`src/rtl/invsqrt_arbiter.sv`:
```
// Round-robin front end that shares one inverse-square-root core among N_REQ requesters.
// Illegal operands are rejected without using the core. A core that never finishes is
// cut off after TIMEOUT wait cycles.
module invsqrt_arbiter #(
  parameter int unsigned N_REQ   = 4,
  parameter int unsigned ID_W    = 2,
  parameter int unsigned TIMEOUT = 64
) (
  input  logic                 clk,
  input  logic                 rst,
  input  logic [N_REQ-1:0]     req_valid,
  input  logic [32*N_REQ-1:0]  req_data,
  output logic [N_REQ-1:0]     req_ready,
  output logic                 core_start,
  output logic [31:0]          core_operand,
  input  logic [31:0]          core_result,
  input  logic                 core_ready,
  output logic                 res_valid,
  output logic [31:0]          res_data,
  output logic [ID_W-1:0]      res_id,
  output logic                 res_err,
  output logic                 res_timeout,
  input  logic                 res_ready,
  output logic                 busy,
  output logic [15:0]          done_cnt
);

  localparam int unsigned CNT_W   = (TIMEOUT > 1) ? $clog2(TIMEOUT) : 1;
  localparam int unsigned CW      = ID_W + 1;
  localparam logic [31:0] BAD_RES = 32'h7FFF_FFFF;

  typedef enum logic [1:0] {StIdle, StIssue, StWait, StResp} state_e;

  state_e            state;
  logic [ID_W-1:0]   ptr;
  logic [ID_W-1:0]   gnt_idx;
  logic              gnt_found;
  logic [31:0]       gnt_data;
  logic              gnt_illegal;
  logic [CNT_W-1:0]  tmo_cnt;
  logic [CW-1:0]     cand;

  // Round-robin search: first valid requester strictly after the last grant, wrapping.
  always_comb begin
    gnt_found = 1'b0;
    gnt_idx   = '0;
    cand      = '0;
    for (int unsigned k = 1; k <= N_REQ; k++) begin
      cand = {1'b0, ptr} + CW'(k);
      if (cand >= CW'(N_REQ)) cand = cand - CW'(N_REQ);
      if (!gnt_found && req_valid[cand[ID_W-1:0]]) begin
        gnt_found = 1'b1;
        gnt_idx   = cand[ID_W-1:0];
      end
    end
  end

  // Select the granted requester's operand.
  always_comb begin
    gnt_data = '0;
    for (int unsigned k = 0; k < N_REQ; k++) begin
      if (ID_W'(k) == gnt_idx) gnt_data = req_data[32*k +: 32];
    end
  end

  // Zero, Inf/NaN and any negative value (including -0) have no real inverse square root.
  assign gnt_illegal = (gnt_data == 32'h0) || (gnt_data[30:23] == 8'hFF) || gnt_data[31];

  // Grant is combinational so the request handshake completes in the grant cycle.
  always_comb begin
    req_ready = '0;
    if (state == StIdle && gnt_found) req_ready[gnt_idx] = 1'b1;
  end

  assign busy = (state != StIdle);

  // Main control FSM with registered core and response outputs.
  always_ff @(posedge clk) begin
    if (rst) begin
      state        <= StIdle;
      ptr          <= ID_W'(N_REQ - 1);
      core_start   <= 1'b0;
      core_operand <= '0;
      res_valid    <= 1'b0;
      res_data     <= '0;
      res_id       <= '0;
      res_err      <= 1'b0;
      res_timeout  <= 1'b0;
      done_cnt     <= '0;
      tmo_cnt      <= '0;
    end else begin
      core_start <= 1'b0;
      unique case (state)
        StIdle: begin
          if (gnt_found) begin
            core_operand <= gnt_data;
            res_id       <= gnt_idx;
            ptr          <= gnt_idx;
            res_timeout  <= 1'b0;
            if (gnt_illegal) begin
              res_data  <= BAD_RES;
              res_err   <= 1'b1;
              res_valid <= 1'b1;
              state     <= StResp;
            end else begin
              res_err    <= 1'b0;
              core_start <= 1'b1;
              state      <= StIssue;
            end
          end
        end
        StIssue: begin
          // core_ready may still be high from the previous op here, so it is not sampled.
          tmo_cnt <= '0;
          state   <= StWait;
        end
        StWait: begin
          if (core_ready) begin
            res_data    <= core_result;
            res_err     <= 1'b0;
            res_timeout <= 1'b0;
            res_valid   <= 1'b1;
            state       <= StResp;
          end else if (tmo_cnt == CNT_W'(TIMEOUT - 1)) begin
            res_data    <= BAD_RES;
            res_timeout <= 1'b1;
            res_valid   <= 1'b1;
            state       <= StResp;
          end else begin
            tmo_cnt <= tmo_cnt + CNT_W'(1);
          end
        end
        StResp: begin
          if (res_ready) begin
            res_valid <= 1'b0;
            done_cnt  <= done_cnt + 16'd1;
            state     <= StIdle;
          end
        end
        default: state <= StIdle;
      endcase
    end
  end

endmodule
```
`config.mk`:
```
export PLATFORM = sky130hd
export DESIGN_NAME = invsqrt_arbiter
export DESIGN_NICKNAME = d
export VERILOG_FILES = /design/src/rtl/invsqrt_arbiter.sv
export SDC_FILE = /design/constraint.sdc
export NUM_CORES = 1
export LEC_CHECK = 0
export CAP_MARGIN = 20
export CORE_AREA = 2 2 129 131
export DETAILED_ROUTE_END_ITERATION = 10
export DIE_AREA = 0 0 131 133
export GPL_ROUTABILITY_DRIVEN = 0
export GPL_TIMING_DRIVEN = 0
export PLACE_DENSITY = 0.76
export SETUP_SLACK_MARGIN = 0.15
export SLEW_MARGIN = 10
export SYNTH_ARGS = -nofsm -noshare
export SYNTH_HDL_FRONTEND = slang
export SYNTH_SLANG_ARGS = --single-unit
```
`constraint.sdc`:
```
create_clock -name clk -period 2.8 [get_ports clk]
set_clock_uncertainty 0.2 [all_clocks]
set_input_delay 0.56 -clock clk [delete_from_list [all_inputs] [get_ports clk]]
set_output_delay 0.56 -clock clk [all_outputs]
set_load 0.02 [all_outputs]
```
==> results.sh, run 1 <==
export IMPL_dr_pass1_iters=6
export IMPL_maxCapViolCount=0
export IMPL_crit_fanout=10
export IMPL_finalCritPeriodShare_pct=115
export IMPL_start_util_pct=38.1
export IMPL_grt_use_met3_pct=8.41
export IMPL_vias=8640
export IMPL_hold_path_class="reg2reg"
export IMPL_die_width_um=131
export IMPL_nets=1342
export IMPL_seq_area_um2=1930
export IMPL_ant_nets=0
export IMPL_rows=47
export IMPL_cts_root_buf="clkbuf_16"
export IMPL_slew_limit_headroom_pct=52.8
export IMPL_ff2ff_path_depth=13
export IMPL_wl_per_cell_um=22.4
export IMPL_drt_iter0_drc=780
export IMPL_worst_pin_slew_ns=0.701
export IMPL_synth_seq_area_share_pct=31.2
export IMPL_grtUsageTotal_pct=31.3
export IMPL_async_reset_ff_share_pct=0
export IMPL_multi_input_area_um2=4910
export IMPL_yosysUniqueCellTypes=45
export IMPL_min_delay_path_depth=2
export IMPL_area_growth_syn_to_layout_pct=86.8
export IMPL_die_area_um2=17400
export IMPL_drive_gt1_share_pct=24.4
export IMPL_report_final_slew_viol_count=0
export IMPL_timing_hold_ws_ns=0.260
export IMPL_core_area_um2=16200
export IMPL_p_leak_nw=4.13
export IMPL_synth_fp_nets=1019
export IMPL_grt_max_degree=17
export IMPL_cts_tree="built"
export IMPL_routed_wl_um=31100
export IMPL_rsz0062_at_grt="true"
export IMPL_use_met2_pct=49.1
export IMPL_viasPerCell=6.21
export IMPL_clock_sinks=96
export IMPL_design_area_um2=11500
export IMPL_place_hpwl_um=19500
export IMPL_tns_ns=-13.60
export IMPL_clock_fmax_ghz=0.309
export IMPL_dpl_cell_area_um2=9060
export IMPL_ios=259
export IMPL_insertion_delay_ns=0.35
export IMPL_required_ns=2.83
export IMPL_clock_path_buffers=2
export IMPL_holdBufCountCts=0
export IMPL_top_usage_layer="met2"
export IMPL_io_buffers=258
export IMPL_period_minus_slack_ns=3.23
export IMPL_die_height_um=133
export IMPL_max_vdd_ir_drop_mv=0.603
export IMPL_htreeDepth=3
export IMPL_cts_buffers=9
export IMPL_diodes=0
export IMPL_setup_slack_ns=-0.431
export IMPL_nFillCells=1145
export IMPL_violations="negative setup slack"
export IMPL_grt_pass1_vias=8139
export IMPL_power_density_nw_per_um2=947
export IMPL_worstSetupStartpointType="input port"
export IMPL_drc=0
export IMPL_overflow=0
export IMPL_cts_clk_slew_worst_paths_ns=0.07
export IMPL_finalSetupViolCount=39
export IMPL_syn_area_um2=6160
export IMPL_synth_avg_cell_area_um2=7.31
export IMPL_path_class="in2reg"
export IMPL_synth_ff_latch_count=96
export IMPL_ys_flop_type="dfxtp_1"
export IMPL_netlist_instances=843
export IMPL_met1_usage_pct=40.1
export IMPL_status="finished with violations"
export IMPL_finalHoldViolCount=0
export IMPL_cp_end_kind="flop"
export IMPL_cp_data_arrival_time_ns=3.26
export IMPL_antenna_found_initial=0
export IMPL_yosysWarnings=0
export IMPL_grt_pass1_wl_um=43000
export IMPL_synth_edf_count=0
## state kept, by name (all words and copies together), names as in the netlist
signal,cells
core_operand,32
res_data,32
done_cnt,16
tmo_cnt,6
ptr,2
res_id,2
state,2
core_start,1
res_err,1
res_timeout,1
res_valid,1
## per-stage QoR
stage | total power, W | utilization [%] | setup slack, ns | instances
global placement | 0.00726 | 56.0 | -1.26 | 1321
finish | 0.0109 | 71.2 | -0.431 | 1391
CTS | 0.00995 | 65.8 | -0.104 | 1364
detailed placement | 0.00733 | 56.0 | -1.37 | 1321
floorplan | 0.00526 | - | -0.0466 | 843
global route | 0.0113 | 71.2 | -0.437 | 1391
## cell usage after synthesis (2+ instances only)
library cell | n | area [um^2]
xnor2_1 | 5 | 43.8
and4_1 | 5 | 43.8
o211a_1 | 3 | 30.0
nor4_2 | 6 | 75.1
and2_1 | 4 | 25.0
nor2_1 | 63 | 236
a22oi_1 | 34 | 255
dfxtp_1 | 96 | 1920
o21ai_0 | 88 | 440
a21oi_1 | 43 | 215
nor3_1 | 9 | 45.0
o211ai_1 | 32 | 240
a32oi_1 | 60 | 526
nand4_2 | 2 | 25.0
mux2i_1 | 2 | 20.0
clkbuf_1 | 54 | 203
nor2b_1 | 35 | 219
a211oi_1 | 3 | 22.5
xor2_1 | 9 | 78.8
ha_1 | 8 | 100
a21o_1 | 4 | 30.0
nand3_1 | 111 | 556
and3_1 | 7 | 43.8
or3_1 | 6 | 37.5
inv_1 | 9 | 33.8
o21ai_1 | 16 | 80.1
nand2_1 | 80 | 300
buf_1 | 7 | 26.3
buf_4 | 6 | 45.0
buf_2 | 21 | 105
## placed cells by master (no fill, tap or decap), drive strengths merged, types with 8 or more instances in the layout
| cell | n |
|---|---|
| a21oi | 43 |
| a22oi | 34 |
| a32oi | 60 |
| buf | 95 |
| clkbuf | 63 |
| clkdlybuf4s50 | 249 |
| dfxtp | 96 |
| ha | 8 |
| inv | 11 |
| nand2 | 80 |
| nand3 | 111 |
| nor2 | 63 |
| nor2b | 35 |
| nor3 | 9 |
| o211ai | 32 |
| o21ai | 104 |
| xor2 | 9 |
## layer usage
metal | vias to the layer above | routed length (um)
li1 | 3793 | -
met1 | 4058 | 11800
met2 | 637 | 14400
met3 | 152 | 3360
met4 | 0 | 1570
met5 | - | 0
## logic make-up after synthesis
kind of cell	count (synthesis)	synth area share, %
xor+xnor	14	1.99
mux	2	0.325
flops	96	31.2
simple gates	333	26.6
buf+inv	98	6.88
compound gates	292	31.4
fa+ha+maj	8	1.62
## power by group
part / internal (W) / switching (W) / leakage, nW / total, W
combinational: 0.00316 / 0.00417 / 3.17 / 0.00733
sequential: 0.00182 / 0.000298 / 0.791 / 0.00212
clock: 0.000877 / 0.000570 / 0.170 / 0.00145
## cell type report
cell class | count | share of cell area (%)
sequential | 96 | 16.7
multi-input combinational | 649 | 42.7
tap | 220 | 2.39
buffer | 88 | 6.47
clock inverter | 7 | 1.02
clock buffer | 9 | 1.96
timing repair buffer | 313 | 28.4
inverter | 9 | 0.293
## worst max-delay path: stages
cell and delay (ns):
buf_2 0.16, o211a_1 0.26, or2_4 0.29, buf_2 0.18, buf_8 0.16, o21ai_0 0.30
a32oi_2 0.13, nor4_2 0.28, buf_4 0.19, nand4_4 0.09, buf_12 0.18, buf_8 0.13
o211ai_1 0.21, nand3_1 0.11
## final timing paths
kind / from / end / slack [ns]
setup / recovery: req_valid[0] / res_data[1] / -0.43
hold / removal: core_operand[3] / core_operand[3] / 0.26
setup reg to reg: ptr[1] / res_data[1] / -0.36
hold reg to reg: core_operand[3] / core_operand[3] / 0.26
## repair_timing
| action | CTS | global route |
|---|---|---|
| buffers inserted | 23 | 17 |
| resized for setup | 269 | 125 |
| setup endpoints to repair | 73 | 41 |
| cloned | 5 | 10 |
| pin swaps | 41 | 47 |
(Power assumes the default switching activity.)
==> run 2: changes to the inputs <==
--- a/config.mk
+++ b/config.mk
@@ -12,6 +12,7 @@
 export GPL_ROUTABILITY_DRIVEN = 0
 export GPL_TIMING_DRIVEN = 0
 export PLACE_DENSITY = 0.76
+export RECOVER_POWER = 100
 export SETUP_SLACK_MARGIN = 0.15
 export SLEW_MARGIN = 10
 export SYNTH_ARGS = -nofsm -noshare
==> results.sh, run 2 (same netlist as run 1, synthesis figures left out) <==
export IMPL_drive_gt1_share_pct=24.1
export IMPL_seq_area_um2=1930
export IMPL_antenna_found_initial=1
export IMPL_nets=1342
export IMPL_report_final_slew_viol_count=0
export IMPL_maxCapViolCount=0
export IMPL_crit_fanout=10
export IMPL_clock_path_buffers=2
export IMPL_cp_end_kind="flop"
export IMPL_core_area_um2=16200
export IMPL_overflow=0
export IMPL_cts_root_buf="clkbuf_16"
export IMPL_final_common_cell="clkdlybuf4s50_1"
export IMPL_clock_fmax_ghz=0.311
export IMPL_slew_limit_headroom_pct=53.0
export IMPL_setup_slack_ns=-0.420
export IMPL_power_density_nw_per_um2=933
export IMPL_finalSetupViolCount=39
export IMPL_ant_nets=0
export IMPL_grtUsageTotal_pct=31.3
export IMPL_place_hpwl_um=19500
export IMPL_p_leak_nw=4.35
export IMPL_grt_max_degree=17
export IMPL_finalHoldViolCount=0
export IMPL_insertion_delay_ns=0.35
export IMPL_r2r_setup_slack_ns=-0.35
export IMPL_grt_pass1_vias=8139
export IMPL_drt_iter0_drc=758
export IMPL_htreeDepth=3
export IMPL_r2r_end="res_data[1]"
export IMPL_start_util_pct=38.1
export IMPL_wl_per_cell_um=22.4
export IMPL_vias=8730
export IMPL_ios=259
export IMPL_worstSetupStartpointType="input port"
export IMPL_max_vdd_ir_drop_mv=0.595
export IMPL_utilization_pct=71.1
export IMPL_period_minus_slack_ns=3.22
export IMPL_cts_clk_slew_worst_paths_ns=0.07
export IMPL_routed_wl_um=31100
export IMPL_final_cell_mix="clkdlybuf4s50_1 (162), dfxtp_1 (94), dlygate4sd3_1 (87)"
export IMPL_r2r_start="ptr[1]"
export IMPL_cp_data_arrival_time_ns=3.25
export IMPL_finalCritPeriodShare_pct=115
export IMPL_place_ws_ns=-1.37
export IMPL_nFillCells=1148
export IMPL_cts_tree="built"
export IMPL_rows=47
export IMPL_area_growth_syn_to_layout_pct=86.6
export IMPL_cts_buffers=9
export IMPL_required_ns=2.83
export IMPL_min_from="core_operand[26]"
export IMPL_viasPerCell=6.28
export IMPL_ff2ff_path_depth=13
export IMPL_die_area_um2=17400
export IMPL_violations="negative setup slack"
export IMPL_largestRegisters="core_operand (32), res_data (32), done_cnt (16)"
export IMPL_dr_pass1_iters=6
export IMPL_tns_ns=-12.90
export IMPL_die_width_um=131
export IMPL_path_class="in2reg"
export IMPL_diodes=0
export IMPL_min_delay_path_depth=2
export IMPL_worstHoldEndpoint="core_operand[26]"
export IMPL_drc=0
export IMPL_io_buffers=258
export IMPL_rsz0062_at_grt="true"
export IMPL_status="finished with violations"
export IMPL_multi_input_area_um2=4900
export IMPL_hold_path_class="reg2reg"
export IMPL_worst_pin_slew_ns=0.698
export IMPL_grt_pass1_wl_um=43000
export IMPL_clock_sinks=96
export IMPL_die_height_um=133
==> run 2: changes by cell type in the layout (fill, tap and decap cells not counted), sizes merged <==
cell	previous run	this run
dlygate4sd3	0	87
clkdlybuf4s50	249	162
==> run 2: how the worst max path moves through the flow <==
stage	end	slack, ns	start
after global placement	res_data[13]	-1.26	req_valid[3]
final	res_data[1]	-0.42	req_valid[0]
after global routing	res_data[4]	-0.44	req_valid[0]
after floorplan	res_err	-0.05	req_valid[0]
after detailed placement	res_data[14]	-1.37	req_valid[3]
after CTS	res_err	-0.10	ptr[1]
==> run 2: repair_timing <==
action,in CTS,in global routing
buffers inserted,23,17
hold endpoints to repair,0,0
pin swaps,41,47
endpoints found under the setup margin,73,41
hold buffers,0,0
cloned,5,10
resized for setup,269,125
==> run 2: where the power goes <==
group	internal [W]	leakage [nW]	switching (W)
logic	0.00301	3.39	0.00416
clock network	0.000877	0.170	0.000570
registers	0.00182	0.791	0.000280
total	0.00571	4.35	0.00501
==> run 2: final cells by class <==
cell class                      count  share of cell area (%)
Multi-Input combinational cell    649                    42.6
Timing Repair Buffer              313                    28.5
Sequential cell                    96                    16.8
Buffer                             88                    6.47
Tap cell                          220                    2.39
Clock buffer                        9                    1.96
Clock inverter                      7                    1.02
Inverter                            9                   0.294
==> run 2: metal layers <==
layer  track usage (%)  share of wire, %  vias up
met2              49.1                46      647
met4              13.8               5.1        2
met5                 0             0.064        -
met1              40.1                38     4126
li1                  -                 -     3799
met3              8.41                11      156
==> run 2: through the flow <==
step | hold WS [ns] | cells | total power (W) | area (um^2)
floorplan | 0.272 | 843 | 0.00526 | 6200
global placement | 0.241 | 1321 | 0.00726 | 9060
detailed placement | 0.248 | 1321 | 0.00733 | 9060
CTS | 0.258 | 1364 | 0.00995 | 10600
global route | 0.280 | 1391 | 0.0112 | 11500
finish | 0.257 | 1391 | 0.0107 | 11500
==> run 2: critical path: stages <==
cell and delay [ns]:
buf_2 0.16, o211a_1 0.26, or2_4 0.29, buf_2 0.18, buf_8 0.16, o21ai_0 0.29, a32oi_2 0.13, nor4_2 0.28
buf_4 0.19, nand4_4 0.09, buf_12 0.18, buf_8 0.13, o211ai_1 0.22, nand3_1 0.11
